===== src/rtl/sccb_pkg.sv =====
// Shared types and constants for the SCCB command scheduler: FSM encoding,
// device ID default, soft-reset register decode and the delay-length helper.
package sccb_pkg;

  typedef enum logic [3:0] {
    RST_HOLD,
    PWRUP,
    INIT_ISSUE,
    INIT_WAIT,
    INIT_GAP,
    IDLE,
    USR_ISSUE,
    USR_WAIT,
    USR_GAP
  } sccb_state_e;

  localparam logic [7:0] SCCB_ID_DEF = 8'h60;
  localparam logic [7:0] REG_COM7    = 8'h12;
  localparam int         COM7_SRST   = 7;
  localparam logic [7:0] REG_BANK    = 8'hFF;
  localparam int         CNT_W       = 20;

  // A state lasting N cycles loads N-1; N=0 behaves as N=1.
  function automatic logic [CNT_W-1:0] cnt_len(input logic [CNT_W-1:0] n);
    return (n == '0) ? '0 : n - 1'b1;
  endfunction

endpackage


===== src/rtl/sccb_delay_cnt.sv =====
// Loadable down-counter shared by the reset-hold, power-up and gap states.
// It stops at zero; zero is asserted while the count is 0.
module sccb_delay_cnt
  import sccb_pkg::*;
(
  input  logic             clk,
  input  logic             reset,
  input  logic             load,
  input  logic [CNT_W-1:0] len,
  output logic             zero
);

  logic [CNT_W-1:0] cnt_q;

  always_ff @(posedge clk) begin
    if (!reset) begin
      cnt_q <= '0;
    end else if (load) begin
      cnt_q <= len;
    end else if (cnt_q != '0) begin
      cnt_q <= cnt_q - 1'b1;
    end
  end

  assign zero = (cnt_q == '0);

endmodule


===== src/rtl/sccb_sched.sv =====
// SCCB command scheduler: sensor reset and power-up, init-table walk, then
// single runtime writes granted to one user requester.
module sccb_sched
  import sccb_pkg::*;
#(
  parameter int               NUM_INS      = 192,
  parameter logic [7:0]       SCCB_ID      = SCCB_ID_DEF,
  parameter logic [CNT_W-1:0] RESET_HOLD   = 20'd1000,
  parameter logic [CNT_W-1:0] PWRUP_CYCLES = 20'd50000,
  parameter logic [CNT_W-1:0] GAP_CYCLES   = 20'd500
) (
  input  logic        clk,
  input  logic        reset,
  output logic [7:0]  rom_addr,
  input  logic [15:0] rom_data,
  input  logic        usr_req,
  input  logic [15:0] usr_data,
  output logic        usr_gnt,
  output logic        sccb_start,
  output logic [7:0]  sccb_id,
  output logic [7:0]  sccb_addr,
  output logic [7:0]  sccb_wdata,
  input  logic        sccb_busy,
  output logic        rstsccb,
  output logic        init_done,
  output sccb_state_e dbg_state
);

  // usr_req/usr_gnt handshake: the requester raises usr_req with usr_data
  // stable and holds both until usr_gnt; the cycle with usr_req && usr_gnt is
  // the single transfer cycle. usr_gnt is only offered in IDLE.

  localparam logic [7:0] LAST_IDX = 8'(NUM_INS - 1);

  sccb_state_e      state_q, state_d;
  logic             armed_q, armed_d;
  logic [7:0]       rom_addr_q, rom_addr_d;
  logic [7:0]       addr_q, addr_d;
  logic [7:0]       wdata_q, wdata_d;
  logic             done_q, done_d;
  logic             cnt_load, cnt_zero, soft_rst;
  logic [CNT_W-1:0] cnt_len_v, gap_len;

  sccb_delay_cnt u_delay (
    .clk   (clk),
    .reset (reset),
    .load  (cnt_load),
    .len   (cnt_len_v),
    .zero  (cnt_zero)
  );

  // A COM7 write with the soft-reset bit needs a full power-up wait after it.
  assign soft_rst = (addr_q == REG_COM7) && wdata_q[COM7_SRST];
  assign gap_len  = soft_rst ? cnt_len(PWRUP_CYCLES) : cnt_len(GAP_CYCLES);

  always_comb begin
    state_d    = state_q;
    rom_addr_d = rom_addr_q;
    addr_d     = addr_q;
    wdata_d    = wdata_q;
    done_d     = done_q;
    cnt_load   = 1'b0;
    cnt_len_v  = gap_len;
    usr_gnt    = 1'b0;
    sccb_start = 1'b0;
    case (state_q)
      RST_HOLD: begin
        // The counter is 0 out of reset, so the first hold cycle arms it.
        if (!armed_q && RESET_HOLD > 20'd1) begin
          cnt_load  = 1'b1;
          cnt_len_v = RESET_HOLD - 20'd2;
        end else if (!armed_q || cnt_zero) begin
          state_d   = PWRUP;
          cnt_load  = 1'b1;
          cnt_len_v = cnt_len(PWRUP_CYCLES);
        end
      end
      PWRUP: if (cnt_zero) state_d = INIT_ISSUE;
      INIT_ISSUE: begin
        sccb_start = 1'b1;
        addr_d     = rom_data[15:8];
        wdata_d    = rom_data[7:0];
        state_d    = INIT_WAIT;
      end
      INIT_WAIT: if (armed_q && !sccb_busy) begin
        state_d  = INIT_GAP;
        cnt_load = 1'b1;
      end
      INIT_GAP: if (cnt_zero) begin
        if (rom_addr_q == LAST_IDX) begin
          done_d  = 1'b1;
          state_d = IDLE;
        end else begin
          rom_addr_d = rom_addr_q + 8'd1;
          state_d    = INIT_ISSUE;
        end
      end
      IDLE: if (usr_req) begin
        usr_gnt = 1'b1;
        addr_d  = usr_data[15:8];
        wdata_d = usr_data[7:0];
        state_d = USR_ISSUE;
      end
      USR_ISSUE: begin
        sccb_start = 1'b1;
        state_d    = USR_WAIT;
      end
      USR_WAIT: if (armed_q && !sccb_busy) begin
        state_d  = USR_GAP;
        cnt_load = 1'b1;
      end
      USR_GAP: if (cnt_zero) state_d = IDLE;
      default: state_d = RST_HOLD;
    endcase
    armed_d = (state_d == state_q);
  end

  always_ff @(posedge clk) begin
    if (!reset) begin
      state_q    <= RST_HOLD;
      armed_q    <= 1'b0;
      rom_addr_q <= '0;
      addr_q     <= '0;
      wdata_q    <= '0;
      done_q     <= 1'b0;
    end else begin
      state_q    <= state_d;
      armed_q    <= armed_d;
      rom_addr_q <= rom_addr_d;
      addr_q     <= addr_d;
      wdata_q    <= wdata_d;
      done_q     <= done_d;
    end
  end

  // During INIT_ISSUE the ROM word is shown directly so the engine sees it
  // together with sccb_start; afterwards the latched copy holds it.
  assign sccb_addr  = (state_q == INIT_ISSUE) ? rom_data[15:8] : addr_q;
  assign sccb_wdata = (state_q == INIT_ISSUE) ? rom_data[7:0]  : wdata_q;
  assign sccb_id    = SCCB_ID;
  assign rom_addr   = rom_addr_q;
  assign rstsccb    = (state_q != RST_HOLD);
  assign init_done  = done_q;
  assign dbg_state  = state_q;

endmodule


===== config.mk =====
export PLATFORM = sky130hd
export DESIGN_NAME = sccb_sched
export DESIGN_NICKNAME = d
export VERILOG_FILES = /design/src/rtl/sccb_pkg.sv /design/src/rtl/sccb_delay_cnt.sv /design/src/rtl/sccb_sched.sv
export SDC_FILE = /design/constraint.sdc
export NUM_CORES = 1
export LEC_CHECK = 0
export BUFFER_PORTS_ARGS = -buffer_cell sky130_fd_sc_hd__buf_2
export CORE_MARGIN = 2
export CORE_UTILIZATION = 48
export CTS_CLUSTER_SIZE = 12
export DETAILED_ROUTE_END_ITERATION = 10
export MAX_ROUTING_LAYER = met4
export PLACE_DENSITY = 0.78
export SYNTH_ARGS = -nofsm -noshare
export SYNTH_HDL_FRONTEND = slang
export SYNTH_SLANG_ARGS = --single-unit

===== constraint.sdc =====
create_clock -name clk -period 2.05 [get_ports clk]
set_input_delay 0.205 -clock clk [delete_from_list [all_inputs] [get_ports clk]]
set_output_delay 0.205 -clock clk [all_outputs]
set_load 0.005 [all_outputs]

After elaboration in Yosys (flattened, before gate mapping)
Index checks and enable logic that the tools add are counted.

Add/subtract/negate cells: 2. Multipliers: 0. Divide/modulo/power cells: 0. $lt $le $gt $ge: 0. Equality and inequality tests: 12. Shift-type cells: 0. Mux-type cells: 29. Bitwise logic cells: 1. Reductions and logical operators: 16.

Operator list (number): $mux 16 (4); $mux 20 (2); $pmux 4 s9 (1); $mux 4 (8); $mux 8 (4); $pmux 8 s2 (2); $logic_not 20->1 (1); $reduce_bool 20->1 (1); $sub 20x1->20 const B (1); $eq 4x3->1 const B (4); $add 8x1->8 const B (1); $eq 4x2->1 const B (2); $eq 8x5->1 const B (1); $eq 8x8->1 const B (1); $mux 1 (6); $reduce_and 3->1 (2); $eq 4x1->1 const B (1); $eq 4x4->1 (1); $eq 4x4->1 const B (1); $logic_not 4->1 (1); $reduce_bool 2->1 (2); $reduce_bool 4->1 (1); $reduce_or 2->1 (2); $mux 3 (1); other kinds (7) (9).

Flip-flop bits (word level): 50. Bits in latches: 0. Memory bits (writable): 0. Bits in read-only memories: 0. Bits of input ports: 36. Output and inout bits: 40. Word-level logic and storage cells: 67. Memories: 0.

Longest topological paths before layout
Gate-level depths: netlist of run 1.

Word-level depth: 7. Gate-level depth with buffers: 9. Gate-level depth less buffers: 7.

Hierarchy
Synthesis of run 1 repeated with hierarchy kept, for this count alone.

Cells, all modules: 333. Area, all modules: 2975.4 um2.

Modules (own cells, without submodules): sccb_sched (instances 1, cells each 211, area each 1888.1 um2, sequential area each 600.6 um2); sccb_delay_cnt (instances 1, cells each 122, area each 1087.3 um2, sequential area each 400.4 um2).

Worst setup path before layout of run 1
No wires, ideal clock.

Kind: flip-flop to flip-flop. From: reg u_delay.cnt_q[0]. To: reg armed_q. Setup time: 116 ps. Data arrival time: 1867 ps. Data required time: 1934 ps. Slack: 67 ps. Stages on the path, launching flop included: 10. Buffers on the path: 2. Clock period less this slack: 1983 ps. Path through: dfxtp_1 inv_1 ha_1 nor3b_2 and4_1 buf_4 nand2_1 buf_2 a211o_1 o211a_1.

Word-level cells in the longest chain between the ends: 6. Elaborated cells between the ends (all ways): 9. Those cells by class: eq/ne: 1; mux: 6; reduce/logical: 2.

RTL lines: start: declaration (line sccb_delay_cnt.sv:13) `logic [CNT_W-1:0] cnt_q;`; start signal: assignment (line sccb_delay_cnt.sv:19) `cnt_q <= len;`; start signal: assignment (line sccb_delay_cnt.sv:21) `cnt_q <= cnt_q - 1'b1;`; $logic_not 20->1 * (line sccb_delay_cnt.sv:25) `assign zero = (cnt_q == '0);`; $logic_or 1x1->1 (line sccb_sched.sv:72) `end else if (!armed_q || cnt_zero) begin`; $mux 4 (line sccb_sched.sv:72); $mux 4 (line sccb_sched.sv:69) `if (!armed_q && RESET_HOLD > 20'd1) begin`; $pmux 4 s9 * (line sccb_sched.sv:66) `case (state_q)`; $eq 4x4->1 * (line sccb_sched.sv:115) `armed_d = (state_d == state_q);`; end signal: assignment (line sccb_sched.sv:128) `armed_q <= armed_d;`; end: declaration (line sccb_sched.sv:36) `logic armed_q, armed_d;`.

Every way passes the cells marked *; elsewhere a longest branch is shown, timed or not. A chain may end at the register's enable or synchronous reset.

Final worst setup path of run 1
From: reg u_delay.cnt_q[12]. To: reg rom_addr_q[5] (netlist: rom_addr[5]).

Word-level cells in the longest chain between the ends: 2.

RTL lines: $logic_not 20->1 (line sccb_delay_cnt.sv:25); $reduce_and 3->1 (no source line); end signal: assignment (line sccb_sched.sv:129) `rom_addr_q <= rom_addr_d;`; end: declaration (line sccb_sched.sv:37) `logic [7:0] rom_addr_q, rom_addr_d;`.

Every way passes these cells.

==> results of run 1 <==
area by class of cell:
cell class / count / area (um^2)
inverters: 8 / 30.0
fillers: 548 / 2420
multi-input cells: 281 / 1940
flip-flops and latches: 50 / 1010
clock inverters: 3 / 25.0
well taps: 77 / 96.3
repair buffers: 107 / 656
clock buffers: 5 / 68.8
tightest hold or removal path: stages:
cell	delay (ns)
buf_2	0.10
mux2i_1	0.12
a211oi_1	0.08
metrics by stage:
step,instances,power (mW),hold slack (ns)
CTS,524,2.05,0.220
global placement,516,1.44,0.446
detailed placement,516,1.45,0.449
finish,531,2.06,0.228
floorplan,366,1.30,0.439
global route,531,2.16,0.228
power breakdown:
group	switching [mW]	total (mW)	internal [mW]
Sequential	0.0409	1.04	1.00
Clock	0.362	0.609	0.247
Combinational	0.214	0.408	0.194
Total	0.617	2.06	1.44
metal layers:
| layer | routed length [um] | vias to the layer above |
|---|---|---|
| li1 | - | 1490 |
| met1 | 3350 | 1340 |
| met2 | 3640 | 117 |
| met3 | 473 | 7 |
| met4 | 82 | 0 |
| met5 | 0 | - |
synth_stat cells, types with 10 or more instances:
cell type,n
dfxtp_1,50
nor2_1,40
nand2_1,25
mux2i_1,21
a211oi_1,16
a21oi_1,16
mux2_2,16
o21ai_0,16
nor3_1,14
buf_4,10
nand3_1,10
nand4_1,10
final timing paths:
kind,startpoint,slack (ns),endpoint,depth (start not counted)
setup / recovery,u_delay.cnt_q[12],0.02,rom_addr[5],6
setup reg to reg,u_delay.cnt_q[12],0.02,rom_addr[5],6
hold reg to reg,init_done,0.47,init_done,1
hold / removal,usr_data[3],0.23,wdata_q[3],3
logic make-up (layout without fill, tap and decap cells):
group / count (synthesis) / after routing
simple gates: 142 / 142
compound gates: 81 / 81
flops: 50 / 50
mux: 37 / 37
buf+inv: 35 / 123
xor+xnor: 11 / 11
fa+ha+maj: 2 / 2
other cells: 2 / 8
registers in the layout, indices dropped and copies added (netlist names):
name and flops:
addr_q 8, armed_q 1, dbg_state 4, init_done 1, rom_addr 8, u_delay.cnt_q 20
wdata_q 8
what timing repair did:
item | in CTS | in global routing
cloned | 0 | 0
setup endpoints to repair | 16 | 18
hold endpoints to repair | 0 | 0
setup buffers | 0 | 7
resized for setup | 3 | 8
pin swaps | 0 | 3
==> results.json, run 1 <==
{
  "final_antenna_net_count": 0,
  "cpMaxStageDelayCell": "or4_4",
  "clk_latency_ns": 0.31,
  "max-cap-violations": 0,
  "synth-simple-area-share_pct": 26.1,
  "yosysWarnings": 0,
  "synth_mux_area_share_pct": 12.8,
  "synth_fa_ha_area_share_pct": 0.822,
  "drtIter0Drc": 186,
  "grt_pass1_wl_mm": 12.6,
  "final_nets": 491,
  "track_usage_pct": 21.9,
  "ys_ff_latch": 50,
  "first_global_vias": 2741,
  "path_clk_slew_ns": 0.10,
  "routed_wl_mm": 7.54,
  "synth_top_area_share_pct": 32.9,
  "drive_gt1_share_pct": 33.5,
  "synth_top_family_by_area": "simple AND/OR/NAND/NOR gates",
  "postSynthAreaPerCell_um2": 8.46,
  "antenna-diode-count": 0,
  "h-tree-depth": 2,
  "layout.cells.most_common_list": "buf_2, dfxtp_1, nor2_1",
  "synth_compound_area_share_pct": 18.1,
  "grt_setup_unrepaired": "true",
  "ioPinCount": 76,
  "synth_cell_type_count": 64,
  "critPathArrivalTime_ns": 2.24,
  "setup_viol": 0,
  "die_w_um": 83.6,
  "synth_edf_count": 0,
  "fin_util_pct": 61.2,
  "fp.coreArea_um2": 6240,
  "grt_busiest_layer": "met2",
  "dp_hpwl_mm": 5.61,
  "use_met1_pct": 28.7,
  "leakagePower_nw": 1.54,
  "grt_max_degree": 33,
  "overflow": 0,
  "cts.sinks": 50,
  "path_cells": "or4_4 > nor3_4 > buf_6 > nand3_4 > buf_4 > o41ai_1",
  "io_buffers": 67,
  "cp.required_ns": 2.26,
  "die_area_um2": 6990,
  "critPathKind": "reg2reg",
  "cts_tree": "built",
  "powerDensity_nw_per_um2": 540,
  "path_buf_inv": 2,
  "vias": 2954,
  "vias_per_cell": 5.56,
  "hold_buffers": 0,
  "final_area_um2": 3820,
  "start_util_pct": 48.8,
  "hold_class": "in2reg",
  "root_buffer": "clkbuf_8",
  "critPathLaunchType": "flip-flop",
  "clk_path_buf_depth": 2,
  "synth-xor-area-share_pct": 3.16,
  "synthArstFlopShare_pct": 0,
  "ir_worst_vdd_mv": 0.396,
  "fin_ws_ns": 0.0223,
  "syn_to_final_growth_pct": 25.4,
  "synth_ff_type": "dfxtp_1",
  "met3_usage_pct": 3.46,
  "crit_fanout": 8,
  "pre_cts_slack_ns": 0.0286,
  "dpl_cell_area_um2": 3630,
  "fp-row-count": 29,
  "syn_inst": 360,
  "synth_top_cell_by_area": "dfxtp_1",
  "cpPeakStageDelay_ns": 0.55,
  "numCtsBuffers": 5,
  "synth_area_leaders": "dfxtp_1, mux2i_1, mux2_2",
  "antenna_found_initial": 0,
  "post_drt_wl_per_cell_um": 14.2,
  "slew_viol_final": 0,
  "firstDrtPassIters": 4,
  "gr-usage-met2_pct": 35.8,
  "fmax_mhz": 493,
  "seq_area_frac_synth_pct": 32.9,
  "drc": 0,
  "final_common_cell": "buf_2",
  "crit_family": "simple AND/OR/NAND/NOR gates",
  "final.min_clock_period_ns": 2.03,
  "die_y_um": 83.6,
  "fin_crit_sh_pct": 98.9,
  "finalHoldViolCount": 0,
  "endpoint_kind": "flip-flop",
  "skew_ns": 0.00389,
  "gp_congestion": 0.898,
  "syn_area_um2": 3040,
  "totalNegativeSetupSlack_ns": 0,
  "status": "completed"
}
Note: power is estimated with default switching activity, not from simulation.
==> inputs of run 2 (changes only) <==
==> constraint.sdc (replaced) <==
create_clock -name clk -period 2.05 [get_ports clk]
set_input_delay 0.41 -clock clk [delete_from_list [all_inputs] [get_ports clk]]
set_output_delay 0.41 -clock clk [all_outputs]
set_load 0.005 [all_outputs]
==> run 2 against run 1 <==
Compared with the run above:
- the flow now finishes with violations (negative setup slack)
- largest cell class unchanged
- register-to-register slack better by 0.07 ns
- largest power group unchanged
- critical path type is now reg2out
- hold slack better by 0.21 ns
- cell area grew 0.52%
==> results.json, run 2 (synthesis gave the netlist of run 1 again) <==
{
  "status": "finished with violations",
  "violations": "negative setup slack",
  "gp_congestion": 0.925,
  "hold_buffers": 0,
  "hold_class": "in2reg",
  "critPathKind": "reg2out",
  "ir_worst_vdd_mv": 0.268,
  "reg2reg_slack_ns": 0.09,
  "finalHoldViolCount": 0,
  "io_buffers": 67,
  "max-cap-violations": 0,
  "final_antenna_net_count": 0,
  "overflow": 0,
  "dp_hpwl_mm": 5.66,
  "fp-row-count": 29,
  "die_w_um": 83.6,
  "p_int_mw": 1.43,
  "combPwrFrac_pct": 20.7,
  "drive_gt1_share_pct": 34.1,
  "start_util_pct": 48.8,
  "leakagePower_nw": 1.54,
  "fmax_mhz": 476,
  "fin_ws_ns": -0.0525,
  "largest_reg_flops": 20,
  "grt_max_degree": 33,
  "firstDrtPassIters": 6,
  "min_from": "rom_data[4]",
  "antenna_found_initial": 0,
  "post_drt_wl_per_cell_um": 14.5,
  "powerDensity_nw_per_um2": 521,
  "first_global_vias": 2787,
  "vias_per_cell": 5.63,
  "endpoint_kind": "output pin",
  "syn_to_final_growth_pct": 26.1,
  "grt_pass1_wl_mm": 12.8,
  "routed_wl_mm": 7.60,
  "clockPowerShare_pct": 27.3,
  "clk_path_buf_depth": 2,
  "cts.sinks": 50,
  "pre_cts_slack_ns": 0.0620,
  "r2r-end": "u_delay.cnt_q[4]",
  "die_y_um": 83.6,
  "hold_depth": 3,
  "root_buffer": "clkbuf_8",
  "final.min_clock_period_ns": 2.10,
  "vias": 2960,
  "fillers": 570,
  "cts_tree": "built",
  "power_mw": 2.00,
  "power_switching_mw": 0.571,
  "switching_share_pct": 28.6,
  "final_area_um2": 3840,
  "die_area_um2": 6990,
  "fin_util_pct": 61.5,
  "drc": 0,
  "setup_viol": 16,
  "clk_latency_ns": 0.30,
  "path_clk_slew_ns": 0.09,
  "numCtsBuffers": 5,
  "critPathArrivalTime_ns": 1.69,
  "dpl_cell_area_um2": 3650,
  "ff_latch_area_um2": 1010,
  "final_nets": 487,
  "whs_ns": 0.440,
  "layout.cells.most_common_list": "buf_2, dfxtp_1, nor2_1",
  "cp.required_ns": 1.64,
  "critPathLaunchType": "flip-flop",
  "crit_fanout": 17,
  "fp.coreArea_um2": 6240,
  "p_seq_share_pct": 52.0,
  "hold_end": "wdata_q[4]",
  "h-tree-depth": 2,
  "reg2reg_from": "u_delay.cnt_q[0]",
  "skew_ns": 0.00317,
  "reg2reg_depth": 8,
  "grt_setup_unrepaired": "true",
  "antenna-diode-count": 0,
  "drtIter0Drc": 176,
  "regMostFlops": "u_delay.cnt_q",
  "track_usage_pct": 22.4,
  "multi_input_area_um2": 1970,
  "fin_crit_sh_pct": 103,
  "final_common_cell": "buf_2",
  "slew_viol_final": 0,
  "ioPinCount": 76
}
[run 2: cell count changes in the layout (fill, tap and decap cells not counted), sizes merged]
| cell | delta |
|---|---|
| buf | -4 |
| clkinv | +1 |
| clkinvlp | -1 |
| inv | -1 |
[run 2: metrics by stage]
stage	setup TNS [ns]	cells
finish	-0.587	526
global route	-1.94	526
CTS	-0.885	524
detailed placement	0	517
global placement	0	517
floorplan	0	366
[run 2: cell type report]
type / instances / share of cell area (%)
Multi-Input combinational cell: 281 / 51.3
Sequential cell: 50 / 26.3
Timing Repair Buffer: 103 / 17.0
Tap cell: 77 / 2.51
Clock buffer: 5 / 1.79
Inverter: 8 / 0.782
Clock inverter: 2 / 0.261
[run 2: power by group through the flow]
stage,sequential (mW),combinational [mW],clock [mW]
after floorplan,1.06,0.240,0
after global placement,1.06,0.372,0
after detailed placement,1.06,0.383,0
after CTS,1.04,0.386,0.561
after global routing,1.04,0.458,0.605
final,1.04,0.414,0.546
[run 2: per-layer routing]
metal,track usage [%],vias to the layer above,share of wire (%)
met5,-,-,0
met4,6.45,0,1.1
met3,3.66,7,5.7
met1,28.2,1354,45
li1,-,1491,-
met2,37.3,108,49
[run 2: worst max-delay path by stage]
stage	cells past startpoint	from	endpoint	slack, ns
floorplan	9	u_delay.cnt_q[0]	armed_q	0.07
global placement	5	u_delay.cnt_q[12]	rom_addr[2]	0.11
detailed placement	5	u_delay.cnt_q[12]	rom_addr[2]	0.06
CTS	4	dbg_state[2]	sccb_wdata[2]	-0.07
global route	4	dbg_state[2]	sccb_addr[2]	-0.14
finish	4	dbg_state[2]	sccb_addr[2]	-0.05
[run 2: worst max-delay path, cell delays in order (launching register included)]
cell and delay, ns:
dfxtp_4 0.39, nor4b_4 0.33, buf_12 0.20, mux2_2 0.34
buf_2 0.13
[run 2: timing repair]
action,4_1_cts,5_1_grt
endpoints found under the setup margin,16,36
gates resized for setup,6,20
pin swaps,0,4
cloned,0,0
buffers inserted,0,2
==> inputs of run 3 (changes only) <==
- SKIP_CTS_REPAIR_TIMING: not set -> 1
==> run 3 against run 2 <==
Compared with the run above:
- the run still ends with negative setup slack left
- routed wire length up 13%
- setup slack worse by 0.035 ns
- final cell count up 1.7%
- critical path depth up 1
- hold slack worse by 0.0028 ns
- register-to-register slack better by 0.02 ns
- clock skew up 0.00090 ns
- non-clock buffer count up 9
- combinational power up 4%
- critical path type unchanged
- largest cell class unchanged
==> results.json, run 3 (synthesis gave the netlist of run 1 again) <==
{
  "ir_worst_vdd_mv": 0.280,
  "root_buffer": "clkbuf_8",
  "antenna_found_initial": 0,
  "die_y_um": 83.6,
  "grt_pass1_wl_mm": 12.7,
  "slew_viol_final": 0,
  "path_cells": "nor4b_4 > buf_6 > clkbuf_16 > mux2_4 > buf_6",
  "status": "finished with violations",
  "post_drt_wl_per_cell_um": 16.1,
  "largest_reg_flops": 20,
  "powerDensity_nw_per_um2": 495,
  "gp_congestion": 0.925,
  "final_common_cell": "buf_2",
  "drive_gt1_share_pct": 35.8,
  "skew_ns": 0.00407,
  "routed_wl_mm": 8.61,
  "path_clk_slew_ns": 0.09,
  "hold_class": "in2reg",
  "grt_setup_unrepaired": "true",
  "power_switching_mw": 0.585,
  "dp_hpwl_mm": 5.66,
  "ioPinCount": 76,
  "switching_share_pct": 29.0,
  "clockPowerShare_pct": 27.3,
  "leakagePower_nw": 1.61,
  "vias_per_cell": 5.88,
  "start_util_pct": 48.8,
  "regMostFlops": "u_delay.cnt_q",
  "grt_max_degree": 33,
  "final.min_clock_period_ns": 2.14,
  "first_global_vias": 2785,
  "critPathArrivalTime_ns": 1.73,
  "io_buffers": 67,
  "whs_ns": 0.438,
  "final_nets": 496,
  "combPwrFrac_pct": 21.2,
  "cp.required_ns": 1.64,
  "numCtsBuffers": 5,
  "overflow": 0,
  "die_w_um": 83.6,
  "fp-row-count": 29,
  "drtIter0Drc": 226,
  "violations": "negative setup slack",
  "die_area_um2": 6990,
  "track_usage_pct": 22.3,
  "crit_fanout": 8,
  "clk_path_buf_depth": 2,
  "max-cap-violations": 0,
  "cts_tree": "built",
  "cpMaxStageDelayCell": "dfxtp_4",
  "antenna-diode-count": 0,
  "setup_viol": 16,
  "vias": 3145,
  "fmax_mhz": 468,
  "fin_util_pct": 65.4,
  "syn_to_final_growth_pct": 34.0,
  "critPathKind": "reg2out",
  "fin_crit_sh_pct": 104,
  "layout.cells.most_common_list": "buf_2, dfxtp_1, nor2_1",
  "finalHoldViolCount": 0,
  "final_antenna_net_count": 0,
  "cpPeakStageDelay_ns": 0.37,
  "firstDrtPassIters": 5,
  "fillers": 533,
  "endpoint_kind": "output pin",
  "critPathLaunchType": "flip-flop",
  "crit_path_frequent_cell": "buf_6",
  "fp.coreArea_um2": 6240,
  "drc": 0,
  "p_int_mw": 1.43,
  "clk_latency_ns": 0.31,
  "fin_ws_ns": -0.0876,
  "cts.sinks": 50,
  "h-tree-depth": 2,
  "p_seq_share_pct": 51.5
}
-- run 3: metrics by stage --
step	cell area [um^2]	instances	worst slack (ns)	setup TNS, ns	power (mW)
floorplan	3080	366	0.0671	0	1.30
global placement	3650	517	0.109	0	1.43
detailed placement	3650	517	0.0620	0	1.45
CTS	3730	524	-0.191	-2.61	1.99
global route	4080	535	-0.132	-1.73	2.12
finish	4080	535	-0.0876	-0.995	2.02
-- run 3: path summary, 6_finish.rpt --
kind	start	depth (start not counted)	end	slack, ns
setup / recovery	dbg_state[0]	5	sccb_wdata[5]	-0.09
setup reg to reg	u_delay.cnt_q[0]	8	rom_addr[3]	0.11
hold reg to reg	init_done	1	init_done	0.48
hold / removal	usr_data[4]	3	wdata_q[4]	0.44
-- run 3: metal layers --
metal | part of all wire, % | up-vias | track usage [%]
met1 | 42 | 1471 | 27.9
li1 | - | 1509 | -
met5 | 0 | - | -
met3 | 6.2 | 17 | 3.66
met2 | 50 | 148 | 37.1
met4 | 1.9 | 0 | 6.45
-- run 3: worst max-delay path, delay by kind of cell (launching register included) --
family / cells / cell delay, ns
muxes: 1 / 0.31
and+or+nand+nor: 1 / 0.28
DFF: 1 / 0.37
buffers and inverters: 3 / 0.46
-- run 3: layout make-up --
class	count	area (um^2)	area share (%)
Inverter	8	30.0	0.736
Clock inverter	2	10.0	0.245
Tap cell	77	96.3	2.36
Sequential cell	50	1020	24.9
Multi-Input combinational cell	281	2010	49.3
Clock buffer	5	68.8	1.69
Timing Repair Buffer	112	845	20.7
-- run 3: power groups by stage --
| stage | registers (mW) | logic, mW | clock network (mW) |
|---|---|---|---|
| floorplan | 1.06 | 0.240 | 0 |
| global placement | 1.06 | 0.372 | 0 |
| detailed placement | 1.06 | 0.383 | 0 |
| CTS | 1.04 | 0.385 | 0.561 |
| global route | 1.04 | 0.471 | 0.604 |
| finish | 1.04 | 0.429 | 0.551 |
